### config.mk
export PLATFORM = sky130hd
export DESIGN_NAME = acc_drain_flat
export DESIGN_NICKNAME = d
export VERILOG_FILES = /design/src/rtl/acc_drain_pkg.sv /design/src/rtl/acc_drain_if.sv /design/src/rtl/acc_drain_row_fifo.sv /design/src/rtl/acc_drain.sv /design/src/flat_wrapper.sv
export SDC_FILE = /design/constraint.sdc
export NUM_CORES = 1
export LEC_CHECK = 0
export ABC_AREA = 1
export BUFFER_PORTS_ARGS = -buffer_cell sky130_fd_sc_hd__buf_2
export CAP_MARGIN = 20
export CORE_AREA = 2 2 282 284
export CTS_BUF_LIST = sky130_fd_sc_hd__clkbuf_8 sky130_fd_sc_hd__clkbuf_16
export DETAILED_ROUTE_END_ITERATION = 16
export DIE_AREA = 0 0 284 286
export PLACE_DENSITY_LB_ADDON = 0.08
export SLEW_MARGIN = 20
export SYNTH_ARGS = -nofsm -noshare
export SYNTH_HDL_FRONTEND = slang
export SYNTH_SLANG_ARGS = --single-unit
### constraint.sdc
create_clock -name clk -period 15.6 [get_ports clk]
set_input_delay 4.68 -clock clk [delete_from_list [all_inputs] [get_ports clk]]
set_output_delay 4.68 -clock clk [all_outputs]
set_load 0.03 [all_outputs]
### src/rtl/acc_drain_pkg.sv
// Shared configuration and types for the accumulator drain path.
// Array geometry and row-FIFO depth live here so every stage agrees on them.
package Config;

    localparam int unsigned sys_cols       = 4;
    localparam int unsigned P_BITWIDTH     = 32;
    localparam int unsigned ACC_FIFO_DEPTH = 8;

    typedef logic [sys_cols-1:0][P_BITWIDTH-1:0] row_t;

    typedef enum logic [1:0] {
        IDLE,
        ACTIVE,
        FLUSH,
        WAIT_EMPTY
    } drain_state_t;

endpackage

### src/rtl/acc_drain_if.sv
// Row handshake between the drain block and the output writer.
interface acc_drain_if;
    import Config::*;

    logic o_valid;
    logic o_ready;
    row_t o_data;

    modport master (output o_valid, output o_data, input o_ready);
    modport slave  (input o_valid, input o_data, output o_ready);

endinterface

### src/rtl/acc_drain_row_fifo.sv
// Show-ahead row FIFO; a push into a full FIFO succeeds when a pop happens on the same edge.
module row_fifo #(
    parameter int unsigned WIDTH = 32,
    parameter int unsigned DEPTH = 8
) (
    input  logic             clk,
    input  logic             rst,
    input  logic             push,
    input  logic [WIDTH-1:0] wdata,
    input  logic             pop,
    output logic [WIDTH-1:0] rdata,
    output logic             full,
    output logic             empty
);

    localparam int unsigned AW = $clog2(DEPTH);

    logic [WIDTH-1:0] mem [DEPTH];
    logic [AW:0]      wr_ptr;
    logic [AW:0]      rd_ptr;
    logic             do_push;
    logic             do_pop;

    // Extra pointer bit tells full from empty when the indices match.
    assign empty   = (wr_ptr == rd_ptr);
    assign full    = (wr_ptr[AW] != rd_ptr[AW]) && (wr_ptr[AW-1:0] == rd_ptr[AW-1:0]);
    assign do_pop  = pop && !empty;
    assign do_push = push && (!full || do_pop);
    assign rdata   = mem[rd_ptr[AW-1:0]];

    always_ff @(posedge clk) begin
        if (rst) begin
            wr_ptr <= '0;
            rd_ptr <= '0;
        end else begin
            if (do_push) wr_ptr <= wr_ptr + 1'b1;
            if (do_pop)  rd_ptr <= rd_ptr + 1'b1;
        end
    end

    always_ff @(posedge clk) begin
        if (do_push) mem[wr_ptr[AW-1:0]] <= wdata;
    end

endmodule

### src/rtl/acc_drain.sv
// Realigns the skewed accumulator column stream into whole rows, buffers them and
// offers them downstream with optional ReLU; pulses drain_done once a tile has left.
module acc_drain
    import Config::*;
#(
    parameter int unsigned FIFO_DEPTH = ACC_FIFO_DEPTH
) (
    input  logic                                 clk,
    input  logic                                 rst,
    input  logic [sys_cols-1:0]                  read_out,
    input  logic [sys_cols-1:0][P_BITWIDTH-1:0]  i_data,
    input  logic                                 acc_done,
    input  logic                                 relu_en,
    acc_drain_if.master                          dn,
    output logic [15:0]                          row_count,
    output logic                                 drain_done,
    output logic                                 overflow,
    output logic                                 deskew_err
);

    localparam int unsigned FW = $clog2(sys_cols) + 1;

    logic [sys_cols-1:0] dsk_v;
    logic [sys_cols-1:0] in_flight;
    row_t                dsk_d;
    row_t                head;
    logic                row_v;
    logic                pending;
    logic                pop_fire;
    logic                fifo_full;
    logic                fifo_empty;
    drain_state_t        state;
    logic [FW-1:0]       flush_cnt;

    // Column c is delayed sys_cols-1-c cycles so all columns of a row line up.
    for (genvar c = 0; c < sys_cols; c++) begin : g_col
        localparam int unsigned D  = sys_cols - 1 - c;
        localparam int unsigned DW = D * P_BITWIDTH;
        if (D == 0) begin : g_pass
            assign dsk_v[c]     = read_out[c];
            assign dsk_d[c]     = i_data[c];
            assign in_flight[c] = 1'b0;
        end else begin : g_dly
            logic [D-1:0]                 v_sr;
            logic [D-1:0][P_BITWIDTH-1:0] d_sr;

            always_ff @(posedge clk) begin
                if (rst) v_sr <= '0;
                else     v_sr <= D'({v_sr, read_out[c]});
            end

            always_ff @(posedge clk) begin
                d_sr <= DW'({d_sr, i_data[c]});
            end

            assign dsk_v[c]     = v_sr[D-1];
            assign dsk_d[c]     = d_sr[D-1];
            assign in_flight[c] = |v_sr;
        end
    end

    assign row_v    = dsk_v[0];
    assign pending  = row_v | (|in_flight);
    assign pop_fire = dn.o_valid && dn.o_ready;

    row_fifo #(
        .WIDTH ($bits(row_t)),
        .DEPTH (FIFO_DEPTH)
    ) u_fifo (
        .clk   (clk),
        .rst   (rst),
        .push  (row_v),
        .wdata (dsk_d),
        .pop   (pop_fire),
        .rdata (head),
        .full  (fifo_full),
        .empty (fifo_empty)
    );

    assign dn.o_valid = !fifo_empty;

    for (genvar c = 0; c < sys_cols; c++) begin : g_relu
        assign dn.o_data[c] = (relu_en && head[c][P_BITWIDTH-1]) ? '0 : head[c];
    end

    always_ff @(posedge clk) begin
        if (rst) begin
            overflow   <= 1'b0;
            deskew_err <= 1'b0;
        end else begin
            if (row_v && fifo_full && !pop_fire)  overflow   <= 1'b1;
            if (dsk_v != {sys_cols{row_v}})       deskew_err <= 1'b1;
        end
    end

    always_ff @(posedge clk) begin
        if (rst) begin
            state      <= IDLE;
            flush_cnt  <= '0;
            row_count  <= '0;
            drain_done <= 1'b0;
        end else begin
            drain_done <= 1'b0;
            if (pop_fire) row_count <= row_count + 16'd1;
            case (state)
                IDLE: begin
                    // A new tile restarts the count; acc_done alone means an empty tile.
                    if (read_out[0]) row_count <= '0;
                    if (acc_done) begin
                        state     <= FLUSH;
                        flush_cnt <= FW'(sys_cols - 1);
                    end else if (read_out[0]) begin
                        state <= ACTIVE;
                    end
                end
                ACTIVE: begin
                    if (acc_done) begin
                        state     <= FLUSH;
                        flush_cnt <= FW'(sys_cols - 1);
                    end
                end
                FLUSH: begin
                    if (flush_cnt == '0) state     <= WAIT_EMPTY;
                    else                 flush_cnt <= flush_cnt - 1'b1;
                end
                WAIT_EMPTY: begin
                    if (fifo_empty && !pending) begin
                        drain_done <= 1'b1;
                        state      <= IDLE;
                    end
                end
                default: state <= IDLE;
            endcase
        end
    end

endmodule

### src/flat_wrapper.sv
// flat-port wrapper written by rule: the top's interface ports become plain ports
module acc_drain_flat import Config::*;
#(
    parameter int unsigned FIFO_DEPTH = ACC_FIFO_DEPTH
)
  (clk, rst, read_out, i_data, acc_done, relu_en, row_count, drain_done, overflow, deskew_err, dn_o_valid, dn_o_data, dn_o_ready);
  acc_drain_if dn_i ();
  input  logic clk;
  input  logic rst;
  input  logic [sys_cols-1:0] read_out;
  input  logic [sys_cols-1:0][P_BITWIDTH-1:0] i_data;
  input  logic acc_done;
  input  logic relu_en;
  output logic [15:0] row_count;
  output logic drain_done;
  output logic overflow;
  output logic deskew_err;
  output wire logic [$bits(dn_i.o_valid)-1:0] dn_o_valid;
  output wire logic [$bits(dn_i.o_data)-1:0] dn_o_data;
  input wire logic [$bits(dn_i.o_ready)-1:0] dn_o_ready;
  assign dn_o_valid = dn_i.o_valid;
  assign dn_o_data = dn_i.o_data;
  assign dn_i.o_ready = dn_o_ready;
  acc_drain #(.FIFO_DEPTH(FIFO_DEPTH)) u_core (.clk(clk), .rst(rst), .read_out(read_out), .i_data(i_data), .acc_done(acc_done), .relu_en(relu_en), .dn(dn_i), .row_count(row_count), .drain_done(drain_done), .overflow(overflow), .deskew_err(deskew_err));
endmodule
==> impl_metrics.env, run 1 <==
export IMPL_outcome="finished clean"
export IMPL_max_stage_delay_ns=0.53
export IMPL_die_area_sq_um=81220
export IMPL_multi_input_area_sq_um=9544
export IMPL_finalSetupViolCount=0
export IMPL_gr_usage_all_layers_pct=26.56
export IMPL_grt_antenna_before_repair=13
export IMPL_cts_sinks=1257
export IMPL_crit_fanout=31
export IMPL_crit_top_cell="buf_2"
export IMPL_die_x_microns=284
export IMPL_holdBufCountCts=0
export IMPL_io_buffers=284
export IMPL_synthAdderAreaFrac_pct=0.2681
export IMPL_hold_violations=0
export IMPL_place_congestion=0.8236
export IMPL_detail_route_first_pass_iterations=5
export IMPL_drtIter0Drc=2492
export IMPL_wl_mm=109.0
export IMPL_syn_nets=3707
export IMPL_seqCellArea_sq_um=35430
export IMPL_cp_data_arrival_time_ns=5.89
export IMPL_critPathLaunchType="input pin"
export IMPL_slew_viol_final=0
export IMPL_clock_fmax_mhz=94.63
export IMPL_clk_latency_ns=0.68
export IMPL_holdWs_ns=0.3190
export IMPL_wire_per_inst_microns=22.04
export IMPL_cap_viol_max_count=0
export IMPL_critical_path_class="input pin to output pin"
export IMPL_fin_crit_sh_pct=67.74
export IMPL_fin_ws_ns=5.032
export IMPL_drtAntennaViolNets=0
export IMPL_path_cells="buf_2 > nand2_2 > nand3_1 > inv_1 > buf_2"
export IMPL_grt_overflow=0
export IMPL_num_nets_final=3924
export IMPL_drive_above_1_share_pct=13.49
export IMPL_cp_end_kind="output pin"
export IMPL_skew_ns=0.01692
export IMPL_core_rowCount=103
export IMPL_dpl_worst_slack_ns=4.638
export IMPL_tightest_slew_ns=1.131
export IMPL_cts_root_buf="clkbuf_16"
export IMPL_syn_to_final_growth_pct=12.96
export IMPL_grt_max_degree=288
export IMPL_rr_worst_depth=10
export IMPL_clk_path_buf_depth=3
export IMPL_whs_path_depth=0
export IMPL_cp_depth=5
export IMPL_die_y_microns=286
export IMPL_h_tree_depth=3
export IMPL_synth_compound_area_share_pct=10.67
export IMPL_critPathSlowestCell="nand2_2"
export IMPL_power_leakage_uw=0.02076
export IMPL_via_per_inst=5.828
export IMPL_grt_pass1_vias=28750
export IMPL_fin_cells=4944
export IMPL_cts_resized=0
export IMPL_post_cts_setup_buffer_count=0
export IMPL_io_pins=285
export IMPL_rsz0062_at_grt="no"
export IMPL_yosysSeqAreaShare_pct=75.89
export IMPL_netlist_cell_type_count=28
export IMPL_drc=0
export IMPL_critPathRequiredTime_ns=10.92
export IMPL_yosysTopAreaCellShare_pct=65.89
export IMPL_synthMuxAreaShare_pct=0
export IMPL_relSlewSlack_pct=24.63
export IMPL_synthFlopType="edfxtp_1"
export IMPL_ys_warnings_count=0
export IMPL_fin_tns_setup_ns=0
export IMPL_dp_hpwl_mm=55.04
export IMPL_vias=28810
export IMPL_grt_pass1_wl_mm=165.4
export IMPL_synthCells=3560
export IMPL_min_period_ns=10.57
export IMPL_synth_simple_area_share_pct=9.175
export IMPL_yosysTopAreaCell="edfxtp_1"
export IMPL_min_delay_path_class="flop to flop"
export IMPL_syn_area_sq_um=46670
export IMPL_dp_cells=4706
export IMPL_yosysMostFrequentCell="edfxtp_1"
export IMPL_ir_drop_uv=98.25
export IMPL_synth_top_family_by_area="compound AO/OA/AOI/OAI gates"
export IMPL_ys_ff_latch=1257
export IMPL_netlist_top_cells_count="edfxtp_1 (1024), nand2_1 (844), a21oi_1 (516), a22o_1 (240), dfxtp_1 (233)"
export IMPL_core_area_sq_um=78360
export IMPL_powerDensity_nw_per_um2=143.6
export IMPL_path_clk_slew_ns=0.06
export IMPL_synth_xor_area_share_pct=0.2252
export IMPL_critPathBufInv=3
export IMPL_cts_buffers_inserted=119
export IMPL_cp_top_family="simple AND/OR/NAND/NOR gates"
export IMPL_syn_area_per_cell_sq_um=13.11
export IMPL_n_fill_cell=5653
export IMPL_cts_tree="done"
export IMPL_synthArstFlopShare_pct=0
export IMPL_synth_edf_count=1024
export IMPL_initial_core_util_pct=59.56
export IMPL_ys_top_cells_by_area="edfxtp_1 (66%), dfxtp_1 (10%), nand2_1 (6.8%)"
==> logic make-up after synthesis <==
group / count (synthesis)
flops: 1257
simple gates: 1088
compound gates: 811
buf+inv: 382
xor+xnor: 12
fa+ha+maj: 10
==> metal layers <==
| metal | part of all wire [%] | vias to the layer above | track usage, % |
|---|---|---|---|
| met4 | 3.0 | 4 | 9.724 |
| met2 | 50 | 1062 | 45.13 |
| met1 | 40 | 14320 | 35.07 |
| li1 | - | 13210 | - |
| met3 | 6.6 | 213 | 4.075 |
| met5 | 0.022 | - | 0 |
==> area by class of cell <==
type                       count  share of cell area (%)
sequential                  1257                   67.21
multi-input combinational   1921                   18.11
clock buffer                 137                   6.141
timing repair buffer         314                   3.328
tap                         1050                   2.492
clock inverter                90                   1.457
inverter                     164                   1.218
antenna                       11                 0.05222
==> path summary, 6_finish.rpt <==
path                                          startpoint                             endpoint  slack [ns]
hold / removal    u_core.g_col[0].g_dly.d_sr[57]$_DFF_P_             u_core.dsk_d[25]$_DFF_P_        0.32
setup reg to reg    u_core.u_fifo.wr_ptr[0]$_SDFFE_PP0P_  u_core.u_fifo.mem[5][123]$_DFFE_PP_       11.59
setup / recovery                                 relu_en                        dn_o_data[66]        5.03
hold reg to reg   u_core.g_col[0].g_dly.d_sr[57]$_DFF_P_             u_core.dsk_d[25]$_DFF_P_        0.32
==> metrics by stage <==
stage | util, % | power (uW) | cell area (sq um)
floorplan | - | 4487 | 46670
global placement | 62.11 | 4724 | 48670
detailed placement | 62.11 | 4757 | 48670
CTS | 67.22 | 7610 | 52670
global route | 67.26 | 7839 | 52700
finish | 67.27 | 7568 | 52710
==> power by group <==
group | internal [uW] | switching (uW)
clock network | 1680 | 1200
logic | 309 | 672
registers | 3660 | 45.4
==> worst reg2reg max path: cells and delay by family (launching register included) <==
family | cells | cell delay, ns
buffers and inverters | 4 | 2.38
flip-flops | 1 | 0.36
AND/OR/NAND/NOR | 6 | 0.88
==> state kept, by name, indices dropped and copies added, names as in the netlist, named ones only <==
name	cells
u_core.flush_cnt	3
u_core.row_count	16
u_core.state	2
u_core.g_col.g_dly.d_sr	128
u_core.g_col.g_dly.v_sr	6
u_core.dsk_d	64
u_core.u_fifo.wr_ptr	4
u_core.u_fifo.rd_ptr	4
u_core.deskew_err	1
u_core.drain_done	1
u_core.overflow	1
u_core.u_fifo.mem	1024
==> cells in the final DEF, fill, tap and decap left out, types with 6 or more instances in the layout <==
master / netlist / routed
edfxtp_1: 1024 / 1024
nand2_1: 844 / 842
a21oi_1: 516 / 516
buf_2: 129 / 284
a22o_1: 240 / 240
dfxtp_1: 233 / 230
inv_1: 156 / 185
nand3_1: 141 / 141
clkbuf_16: 0 / 120
nor2_1: 92 / 88
o21ai_0: 29 / 29
clkinv_2: 0 / 29
buf_4: 24 / 20
clkbuf_8: 0 / 17
o21ai_1: 15 / 15
bufinv_16: 0 / 12
diode_2: 0 / 11
clkinv_1: 0 / 11
ha_1: 10 / 10
o22ai_1: 8 / 8
xor2_1: 8 / 8
buf_12: 0 / 8
inv_2: 7 / 6
(Power assumes the default switching activity.)
==> run 2: changes to the inputs <==
- CORE_AREA: 2 2 282 284 -> 2 2 297 299
- DIE_AREA: 0 0 284 286 -> 0 0 299 301
- clock period: 15.6 -> 9.22 ns (I/O delays scaled with it)
==> impl_metrics.env, run 2 (synthesized netlist as in run 1, its figures left out) <==
export IMPL_critPathRequiredTime_ns=6.45
export IMPL_finalSetupViolCount=0
export IMPL_final_common_cell="edfxtp_1"
export IMPL_min_delay_path_class="flop to flop"
export IMPL_clock_fmax_mhz=144.8
export IMPL_detail_route_first_pass_iterations=5
export IMPL_path_cells="buf_4 > buf_4 > a21oi_1 > a22o_1 > nand2_1 > nand3_1 > inv_1 > buf_2"
export IMPL_power_leakage_uw=0.02092
export IMPL_grt_pass1_vias=28770
export IMPL_holdBufCountCts=0
export IMPL_fin_area_sq_um=53050
export IMPL_min_period_ns=6.906
export IMPL_rsz0062_at_grt="no"
export IMPL_relSlewSlack_pct=25.40
export IMPL_critPathSlowestCell="buf_4"
export IMPL_cts_buffers_inserted=130
export IMPL_num_nets_final=3939
export IMPL_cts_root_buf="clkbuf_16"
export IMPL_path_clk_slew_ns=0.06
export IMPL_ir_drop_uv=167.0
export IMPL_clk_path_buf_depth=3
export IMPL_r2r_end="u_core.u_fifo.mem[4][24]$_DFFE_PP_"
export IMPL_critical_path_class="flop to output pin"
export IMPL_intPower_uw=9559
export IMPL_cap_viol_max_count=0
export IMPL_wire_per_inst_microns=21.87
export IMPL_die_area_sq_um=90000
export IMPL_critPathLaunchType="flop"
export IMPL_core_area_sq_um=86480
export IMPL_fin_tns_setup_ns=0
export IMPL_post_cts_setup_buffer_count=0
export IMPL_tightest_slew_ns=1.119
export IMPL_crit_top_cell="buf_4"
export IMPL_initial_core_util_pct=53.96
export IMPL_clk_latency_ns=0.72
export IMPL_cts_tree="done"
export IMPL_cp_data_arrival_time_ns=4.14
export IMPL_crit_fanout=70
export IMPL_vias=28810
export IMPL_place_area_sq_um=48860
export IMPL_io_buffers=284
export IMPL_core_rowCount=108
export IMPL_largest_register_ffs=1024
export IMPL_dp_hpwl_mm=55.91
export IMPL_p_clk_share_pct=38.5
export IMPL_drive_above_1_share_pct=13.36
export IMPL_power_switching_share_pct=25.98
export IMPL_drtAntennaViolNets=0
export IMPL_wl_mm=110.7
export IMPL_rr_worst_depth=8
export IMPL_cp_end_kind="output pin"
export IMPL_grt_max_degree=294
export IMPL_final_cell_mix="edfxtp_1 (1024), nand2_1 (842), a21oi_1 (516), buf_2 (284), a22o_1 (240)"
export IMPL_fin_util_pct=61.35
export IMPL_r2r_start="u_core.u_fifo.wr_ptr[0]$_SDFFE_PP0P_"
export IMPL_h_tree_depth=4
export IMPL_cts_sinks=1257
export IMPL_skew_ns=0.02924
export IMPL_cp_endpoint="dn_o_data[93]"
export IMPL_via_per_inst=5.692
export IMPL_powerDensity_nw_per_um2=243.4
export IMPL_place_congestion=0.8100
export IMPL_drc=0
export IMPL_cts_resized=0
export IMPL_gr_usage_all_layers_pct=24.35
export IMPL_holdWs_ns=0.3223
export IMPL_io_pins=285
export IMPL_fin_cells=5062
export IMPL_fin_crit_sh_pct=74.90
export IMPL_die_x_microns=299
export IMPL_p_switching_uw=3355
export IMPL_outcome="finished clean"
export IMPL_die_y_microns=301
export IMPL_r2r_slack_ns=5.90
export IMPL_grt_pass1_wl_mm=166.2
export IMPL_power_frac_seq_pct=48.6
export IMPL_dp_cells=4814
export IMPL_p_comb_share_pct=12.9
export IMPL_n_fill_cell=6736
export IMPL_drtIter0Drc=2569
export IMPL_syn_to_final_growth_pct=13.69
export IMPL_grt_antenna_before_repair=11
export IMPL_max_stage_delay_ns=0.91
export IMPL_hold_violations=0
export IMPL_grt_overflow=0
export IMPL_slew_viol_final=0
==> run 2: cell count changes in the layout (fill, tap and decap cells not counted), moves of 3 or more <==
| cell | before | now |
|---|---|---|
| buf_12 | 8 | 11 |
| bufinv_16 | 12 | 4 |
| clkbuf_16 | 120 | 132 |
| clkbuf_8 | 17 | 11 |
| clkinv_1 | 11 | 17 |
| clkinv_2 | 29 | 15 |
| diode_2 | 11 | 6 |
| inv_1 | 185 | 200 |
| inv_16 | 2 | 6 |
==> run 2: per-layer routing <==
layer	GRT usage (%)	vias to the layer above	part of all wire (%)
li1	-	13220	-
met1	31.92	14310	41
met2	40.41	1062	49
met3	4.351	218	7.0
met4	10.13	12	3.3
met5	0	-	0.065
==> run 2: per-stage QoR <==
step	setup slack, ns	total power (uW)
floorplan	-3.350	7592
global placement	2.203	8010
detailed placement	2.071	8056
CTS	2.076	13000
global route	2.059	13400
finish	2.314	12910
==> run 2: worst min path at each step <==
stage	startpoint	to	slack, ns	cells past startpoint
3_3_place_gp	u_core.g_col[0].g_dly.d_sr[18]$_DFF_P_	u_core.g_col[0].g_dly.d_sr[50]$_DFF_P_	0.31	0
5_1_grt	u_core.g_col[1].g_dly.d_sr[1]$_DFF_P_	u_core.dsk_d[33]$_DFF_P_	0.33	0
3_5_place_dp	u_core.g_col[0].g_dly.d_sr[48]$_DFF_P_	u_core.dsk_d[16]$_DFF_P_	0.31	0
6_report	u_core.g_col[0].g_dly.d_sr[49]$_DFF_P_	u_core.dsk_d[17]$_DFF_P_	0.32	0
2_1_floorplan	u_core.g_col[0].g_dly.d_sr[32]$_DFF_P_	u_core.dsk_d[0]$_DFF_P_	0.31	0
4_1_cts	u_core.g_col[0].g_dly.d_sr[49]$_DFF_P_	u_core.dsk_d[17]$_DFF_P_	0.32	0
==> run 2: area by class of cell <==
cell class                      instances  area [sq um]  share of cell area (%)
Inverter                              164         641.9                   1.210
Multi-Input combinational cell       1921          9550                   18.00
Tap cell                             1155          1445                   2.724
Timing Repair Buffer                  318          1834                   3.457
Sequential cell                      1257         35430                   66.77
Clock inverter                         98         688.2                   1.297
Antenna cell                            6         15.01                 0.02830
Clock buffer                          143          3455                   6.511
==> run 2: power by group through the flow <==
| stage | combinational (uW) | sequential [uW] | clock [uW] |
|---|---|---|---|
| 2_1_floorplan | 1230 | 6370 | 0 |
| 5_1_grt | 1820 | 6280 | 5300 |
| 3_3_place_gp | 1620 | 6390 | 0 |
| 4_1_cts | 1670 | 6270 | 5060 |
| 6_report | 1670 | 6280 | 4970 |
| 3_5_place_dp | 1660 | 6390 | 0 |
==> run 2: worst max-delay path, delay by kind of cell, from the launching register on <==
family / cells / cell delay, ns
AOI/OAI and AO/OA: 2 / 0.34
DFF: 1 / 0.70
buffers and inverters: 4 / 1.94
and+or+nand+nor: 2 / 0.28
